--- src/rtl/dmem_arb_pkg.sv ---
// Shared encodings and helpers for the data-memory port arbiter.
package dmem_arb_pkg;

  typedef enum logic {OWNER_A = 1'b0, OWNER_B = 1'b1} owner_e;
  typedef enum logic {ARB = 1'b0, B_LOCKED = 1'b1} state_e;

  function automatic int unsigned be_width(input int unsigned data_width);
    return data_width / 8;
  endfunction

endpackage

--- src/rtl/dmem_arb_starve_cnt.sv ---
// Saturating count of consecutive cycles port B was refused; limit_hit forces a B grant.
module dmem_arb_starve_cnt #(
  parameter int unsigned STARVE_LIMIT = 4
) (
  input  logic clk,
  input  logic rst_n,
  input  logic clr,
  input  logic inc,
  output logic limit_hit
);

  localparam int unsigned CNT_W = $clog2(STARVE_LIMIT + 1);
  localparam logic [CNT_W-1:0] LIMIT = CNT_W'(STARVE_LIMIT);

  logic [CNT_W-1:0] cnt_q;

  always_ff @(posedge clk or negedge rst_n) begin
    if (!rst_n) begin
      cnt_q <= '0;
    end else if (clr) begin
      cnt_q <= '0;
    end else if (inc && (cnt_q != LIMIT)) begin
      cnt_q <= cnt_q + CNT_W'(1);
    end
  end

  assign limit_hit = (cnt_q == LIMIT);

endmodule

--- src/rtl/dmem_port_arbiter.sv ---
// Two-port arbiter (CPU = A, debug/loader = B) in front of a single-port synchronous data memory.
// Optional B bus lock is built with DMEM_ARB_LOCK_EN.
module dmem_port_arbiter
  import dmem_arb_pkg::*;
#(
  parameter int unsigned ADDR_WIDTH   = 14,
  parameter int unsigned DATA_WIDTH   = 32,
  parameter int unsigned STARVE_LIMIT = 4
) (
  input  logic                              clk,
  input  logic                              rst_n,
  input  logic                              a_req_valid,
  output logic                              a_req_ready,
  input  logic                              a_req_we,
  input  logic [ADDR_WIDTH-1:0]             a_req_addr,
  input  logic [be_width(DATA_WIDTH)-1:0]   a_req_be,
  input  logic [DATA_WIDTH-1:0]             a_req_wdata,
  output logic                              a_rsp_valid,
  output logic [DATA_WIDTH-1:0]             a_rsp_rdata,
  input  logic                              b_req_valid,
  output logic                              b_req_ready,
  input  logic                              b_req_we,
  input  logic [ADDR_WIDTH-1:0]             b_req_addr,
  input  logic [be_width(DATA_WIDTH)-1:0]   b_req_be,
  input  logic [DATA_WIDTH-1:0]             b_req_wdata,
  output logic                              b_rsp_valid,
  output logic [DATA_WIDTH-1:0]             b_rsp_rdata,
`ifdef DMEM_ARB_LOCK_EN
  input  logic                              b_lock,
`endif
  output logic                              mem_en,
  output logic [be_width(DATA_WIDTH)-1:0]   mem_we,
  output logic [ADDR_WIDTH-1:0]             mem_addr,
  output logic [DATA_WIDTH-1:0]             mem_wdata,
  input  logic [DATA_WIDTH-1:0]             mem_rdata
);

  localparam int unsigned BE_W = be_width(DATA_WIDTH);

  state_e state_q;
  owner_e rsp_owner_q;
  logic   rsp_pend_q;
  logic   a_gnt;
  logic   b_gnt;
  logic   limit_hit;
  logic   starve_inc;

  // Grant: A has priority unless B hit the starvation limit; lock gives B the bus exclusively.
  always_comb begin
    a_gnt = 1'b0;
    b_gnt = 1'b0;
    if (rst_n) begin
      if (state_q == B_LOCKED) begin
        b_gnt = b_req_valid;
      end else if (a_req_valid && b_req_valid) begin
        b_gnt = limit_hit;
        a_gnt = !limit_hit;
      end else begin
        a_gnt = a_req_valid;
        b_gnt = b_req_valid;
      end
    end
  end

  assign a_req_ready = a_gnt;
  assign b_req_ready = b_gnt;

  always_comb begin
    mem_en    = a_gnt | b_gnt;
    mem_we    = '0;
    mem_addr  = a_req_addr;
    mem_wdata = a_req_wdata;
    if (b_gnt) begin
      mem_addr  = b_req_addr;
      mem_wdata = b_req_wdata;
      mem_we    = b_req_we ? b_req_be : BE_W'(0);
    end else if (a_gnt) begin
      mem_we    = a_req_we ? a_req_be : BE_W'(0);
    end
  end

  assign starve_inc = b_req_valid && !b_gnt && (state_q == ARB);

  dmem_arb_starve_cnt #(
    .STARVE_LIMIT(STARVE_LIMIT)
  ) u_starve_cnt (
    .clk       (clk),
    .rst_n     (rst_n),
    .clr       (!starve_inc),
    .inc       (starve_inc),
    .limit_hit (limit_hit)
  );

  // Read data arrives one cycle after the access; the tag remembers who issued it.
  always_ff @(posedge clk or negedge rst_n) begin
    if (!rst_n) begin
      rsp_pend_q  <= 1'b0;
      rsp_owner_q <= OWNER_A;
    end else begin
      rsp_pend_q  <= (a_gnt && !a_req_we) || (b_gnt && !b_req_we);
      rsp_owner_q <= b_gnt ? OWNER_B : OWNER_A;
    end
  end

  assign a_rsp_valid = rsp_pend_q && (rsp_owner_q == OWNER_A);
  assign b_rsp_valid = rsp_pend_q && (rsp_owner_q == OWNER_B);
  assign a_rsp_rdata = mem_rdata;
  assign b_rsp_rdata = mem_rdata;

`ifdef DMEM_ARB_LOCK_EN
  always_ff @(posedge clk or negedge rst_n) begin
    if (!rst_n) begin
      state_q <= ARB;
    end else begin
      case (state_q)
        ARB:      if (b_gnt && b_lock) state_q <= B_LOCKED;
        B_LOCKED: if (!b_lock) state_q <= ARB;
        default:  state_q <= ARB;
      endcase
    end
  end
`else
  assign state_q = ARB;
`endif

endmodule

--- config.mk ---
export PLATFORM = sky130hd
export DESIGN_NAME = dmem_port_arbiter
export DESIGN_NICKNAME = d
export VERILOG_FILES = /design/src/rtl/dmem_arb_pkg.sv /design/src/rtl/dmem_arb_starve_cnt.sv /design/src/rtl/dmem_port_arbiter.sv
export SDC_FILE = /design/constraint.sdc
export NUM_CORES = 1
export LEC_CHECK = 0
export CORE_MARGIN = 10
export CORE_UTILIZATION = 23
export DETAILED_ROUTE_END_ITERATION = 16
export PLACE_DENSITY = 0.9
export SKIP_LAST_GASP = 1
export SLEW_MARGIN = 40
export SYNTH_ARGS = -nofsm -noshare
export SYNTH_HDL_FRONTEND = slang
export SYNTH_SLANG_ARGS = --single-unit
export TNS_END_PERCENT = 5
--- constraint.sdc ---
create_clock -name clk -period 2.52 [get_ports clk]
set_input_delay 0.504 -clock clk [delete_from_list [all_inputs] [get_ports clk]]
set_output_delay 0.504 -clock clk [all_outputs]
set_load 0.02 [all_outputs]
Word-level counts from Yosys, hierarchy flattened
Cells that the tools add are included.

Muxes and demuxes: 13. Bitwise logic cells: 2. Reduce and logical (&&, ||, !) cells: 12. Eq/ne operators: 3. Add/subtract/negate cells: 1.

Operators with widths (number): $mux W32 (1); $mux W4 (4); $mux W14 (1); $logic_and A1 B1 Y1 (7); $mux W3 (2); $mux W1 (5); $logic_not A1 Y1 (4); $add A3 B1 Y3 const B (1); $eq A3 B3 Y1 const B (1); $ne A3 B3 Y1 const B (1); $ne A2 B2 Y1 const B (1); $logic_or A1 B1 Y1 (1); $not A1 Y1 (1); $or A1 B1 Y1 (1).

Flip-flop bits (word level): 5. Input bits: 138.

Depth between registers and ports, before layout
Depth in word-level cells: 8. Gate-level depth with buffers: 7. Mapped depth without buffers: 5.

Hierarchy
From an unflattened synthesis, not the netlist that was laid out.

Cell total of the unflattened synthesis: 152. Area, all modules: 1413.9 µm².

By module, submodules not included: dmem_port_arbiter (instances 1, cells each 134, area each 1216.2 µm², seq. area each 50.0 µm²); dmem_arb_starve_cnt (instances 1, cells each 18, area each 197.7 µm², seq. area each 75.1 µm²).

Worst setup path before layout
OpenSTA, ideal clock, no wires.

Path kind: register -> output. Start point: reg u_starve_cnt.cnt_q[0]. End point: out mem_addr[10]. Slack: 0.356 ns. Data arrival time: 1.660 ns. Stages on the path, launching flop included: 8. Cell sequence: dfrtp_1 -> inv_1 -> ha_1 -> a21bo_2 -> and3_4 -> buf_6 -> buf_6 -> mux2_4.

Word-level cells in the longest chain between the ends: 4.

Ends and longest elaborated chain: start, declared (RTL line dmem_arb_starve_cnt.sv:15) `logic [CNT_W-1:0] cnt_q;`; start signal, assigned (RTL line dmem_arb_starve_cnt.sv:23) `cnt_q <= cnt_q + CNT_W'(1);`; $eq A3 B3 Y1 (RTL line dmem_arb_starve_cnt.sv:27) `assign limit_hit = (cnt_q == LIMIT);`; $mux W1 (RTL line dmem_port_arbiter.sv:55) `end else if (a_req_valid && b_req_valid) begin`; $mux W1 (RTL line dmem_port_arbiter.sv:52) `if (rst_n) begin`; named net b_req_ready (RTL line dmem_port_arbiter.sv:21) `output logic b_req_ready,`; $mux W14 (RTL line dmem_port_arbiter.sv:73) `if (b_gnt) begin`; end, declared (RTL line dmem_port_arbiter.sv:33) `output logic [ADDR_WIDTH-1:0] mem_addr,`.

The timed path passes the listed nets, and every way through them passes these cells.

Final worst setup path
Start point: reg u_starve_cnt.cnt_q[0]. End point: out mem_wdata[10].

Word-level cells in the longest chain between the ends: 4.

Ends and longest elaborated chain: $eq A3 B3 Y1 (RTL line dmem_arb_starve_cnt.sv:27); $mux W1 (RTL line dmem_port_arbiter.sv:55); $mux W1 (RTL line dmem_port_arbiter.sv:52); $mux W32 (RTL line dmem_port_arbiter.sv:73); end, declared (RTL line dmem_port_arbiter.sv:34) `output logic [DATA_WIDTH-1:0] mem_wdata,`.

No other way between the ends.

==> impl_metrics.toml <==
[layout]
diodes = 0
final_nets = 407
fin_cells = 362
area_delta_synth_final_pct = 80.77
fin_area_um2 = 2940
drive_above_1_share = 0.3271
final_cell_mix = "clkdlybuf4s50_1 (106), mux2_4 (45), dlygate4sd2_1 (27)"
fill_cells = 680
final_common_cell = "clkdlybuf4s50_1"

[floorplanning]
die-area_um2 = 10840
die_w_um = 104.1
core_area_um2 = 6832
fp.dieH_um = 104.1
io_pins = 257
start_util = 0.2381
std_cell_rows = 30

[logic_synthesis]
avgSynthCellArea_um2 = 10.63
yosys_warnings = 0
synth.distinct_cells = 26
syn-cell-area_um2 = 1627
synth_top_area_cell = "mux2_4"
yosys.area.top_type_share = 0.4154
syn-num-nets = 293
ys_seq_area_frac = 0.07692
synthCells = 153
synth.top_cells.by_area = "mux2_4 (42%), buf_4 (30%), dfrtp_1 (7.7%)"
ys_ff_latch = 5

[routing]
met1Wirelength_mm = 2.841
drc = 0
ant_nets = 0
via_per_inst = 4.174
routedWlPerCell_um = 19.41
wl_met2_mm = 3.311
highest_layer = "met4"
dr.first_iter.drc_count = 12
drt-pass1-iter-count = 4
vias = 1511
dr_wl_met3_um = 846
wl_mm = 7.028

[pwr]
power.density_nw_per_um2 = 258.5
leakage_nw = 1.301
ir_drop_uv = 319.2
seqPwrFrac = 0.116
combPwrFrac = 0.679
intPower_mw = 0.5192
p_clk_frac = 0.205
switching_share = 0.3170
finalPower_mw = 0.7602
p_switching_mw = 0.2410

[status]
status = "finished with violations"
violations = "negative setup slack"

[timing]
post-route-min-period_ns = 2.579
hold_viol = 0
finalSetupViolations = 33
fin_crit_sh = 1.023
worstMarginPinSlew_ns = 0.3164
drv_slew = 0
hold_ws_ns = 0.3524
grt_setup_unrepaired = "true"
fmaxAchievable_mhz = 387.8
postLayoutSetupSlackWorst_ns = -0.05861
clock-skew-final_ns = 0.005593
slew-limit-headroom = 0.7884

[clocking]
holdBufCountCts = 0
tritoncts = "yes"
htree_levels = 1
cts_root_buf = "clkbuf_8"
cts_made_buffers = 3
numClockSinks = 5
worstSkewPairLatency_ns = 0.23
clk_transition_reported_paths_ns = 0.04
cts_buffer_depth = 2

[global_routing]
grt_max_degree = 26
grt_pass1_vias = 1639
grtUsageTotal = 0.1229
grt_overflow = 0
grt_pass1_wl_mm = 10.56
antenna_found_initial = 0

[hold_path]
holdCritPathClass = "in -> async"

[placed_design]
globalplace.congestion = 0.8012
dpl.hpwl_mm = 5.916
io_buffers = 160
dpl_cell_area_um2 = 2873
dp_cells = 350

[worst_setup_path]
required_ns = 2.02
start_kind = "flip-flop"
path_class = "reg -> out"
cp_max_fo = 7
crit_arrival_ns = 2.07
cp-end-kind = "primary output"

[run]
cap_violations = 0
-- per-layer routing --
layer / GRT usage / vias up
li1: - / 694
met1: 0.1383 / 667
met2: 0.1995 / 144
met3: 0.07249 / 6
met4: 0.01690 / 0
met5: 0 / -
-- worst paths after layout --
path                       cells past startpoint                         startpoint                                end  slack, ns
max                                            8  u_starve_cnt.cnt_q[0]$_DFFE_PN0P_                      mem_wdata[10]      -0.06
min                                            2                              rst_n  u_starve_cnt.cnt_q[0]$_DFFE_PN0P_       0.35
max reg2reg                                    6  u_starve_cnt.cnt_q[0]$_DFFE_PN0P_  u_starve_cnt.cnt_q[0]$_DFFE_PN0P_       1.13
min reg2reg                                    2  u_starve_cnt.cnt_q[2]$_DFFE_PN0P_  u_starve_cnt.cnt_q[2]$_DFFE_PN0P_       0.60
max in group asynchronous                      2                              rst_n  u_starve_cnt.cnt_q[1]$_DFFE_PN0P_       2.03
min in group clk                               2  u_starve_cnt.cnt_q[2]$_DFFE_PN0P_  u_starve_cnt.cnt_q[2]$_DFFE_PN0P_       0.60
-- Yosys cell counts, drive strengths merged --
cell type	instances
a21bo	1
a21boi	1
a21oi	2
a32o	4
and2	1
and3	3
and4	1
buf	70
dfrtp	5
ha	2
inv	3
mux2	47
nand2	1
nand3	1
nand3b	2
nor2	3
nor2b	1
nor3	1
o211ai	1
o221ai	1
o31a	1
or3	1
-- flip-flops by register name, indices dropped and copies added (netlist names) --
name / flops
rsp_pend_q: 1
u_starve_cnt.cnt_q: 3
rsp_owner_q: 1
-- what timing repair did --
item                                    4_1_cts  5_1_grt
endpoints found under the setup margin       52       50
cloned                                        1        0
pin swaps                                     3        0
gates resized for setup                     106       16
setup buffers                                 7        1
-- critical path: stages (launching register included) --
cell and delay (ns):
dfrtp_1 0.36, inv_2 0.06, ha_4 0.16, a21bo_4 0.20
and3_4 0.19, buf_12 0.13, buf_12 0.13, mux2_4 0.29
dlygate4sd2_1 0.32
-- power groups by stage --
| stage | Clock [mW] | Combinational, mW | Sequential [mW] |
|---|---|---|---|
| after floorplan | 0 | 0.375 | 0.0887 |
| after global placement | 0 | 0.527 | 0.0885 |
| after detailed placement | 0 | 0.536 | 0.0887 |
| after CTS | 0.160 | 0.518 | 0.0882 |
| after global routing | 0.165 | 0.547 | 0.0887 |
| final | 0.155 | 0.516 | 0.0884 |
-- logic make-up after synthesis --
kind of cell             Yosys count  synth area share
AO/OA/AOI/OAI                     11           0.05693
buffers and inverters             73            0.3654
flip-flops                         5           0.07692
multiplexers                      47            0.4292
adder cells (fa/ha/maj)            2           0.01538
AND/OR/NAND/NOR                   15           0.05615
-- area by class of cell --
type                       count  area, µm²  share of cell area
sequential                     5      125.1             0.04255
inverter                       3      11.26            0.003830
timing repair buffer         179       1713              0.5826
tap                           96      120.1             0.04085
multi-input combinational     75      925.9              0.3149
clock buffer                   4      45.04             0.01532
-- metrics by stage --
step / TNS, ns / setup WS (ns) / utilization
floorplan: 0 / 0.3564 / -
global placement: -21.52 / -0.4784 / 0.4205
detailed placement: -22.06 / -0.4940 / 0.4205
CTS: -1.809 / -0.07105 / 0.4308
global route: -3.001 / -0.1047 / 0.4304
finish: -0.9729 / -0.05861 / 0.4304
Power figures use the tool's default switching activity.
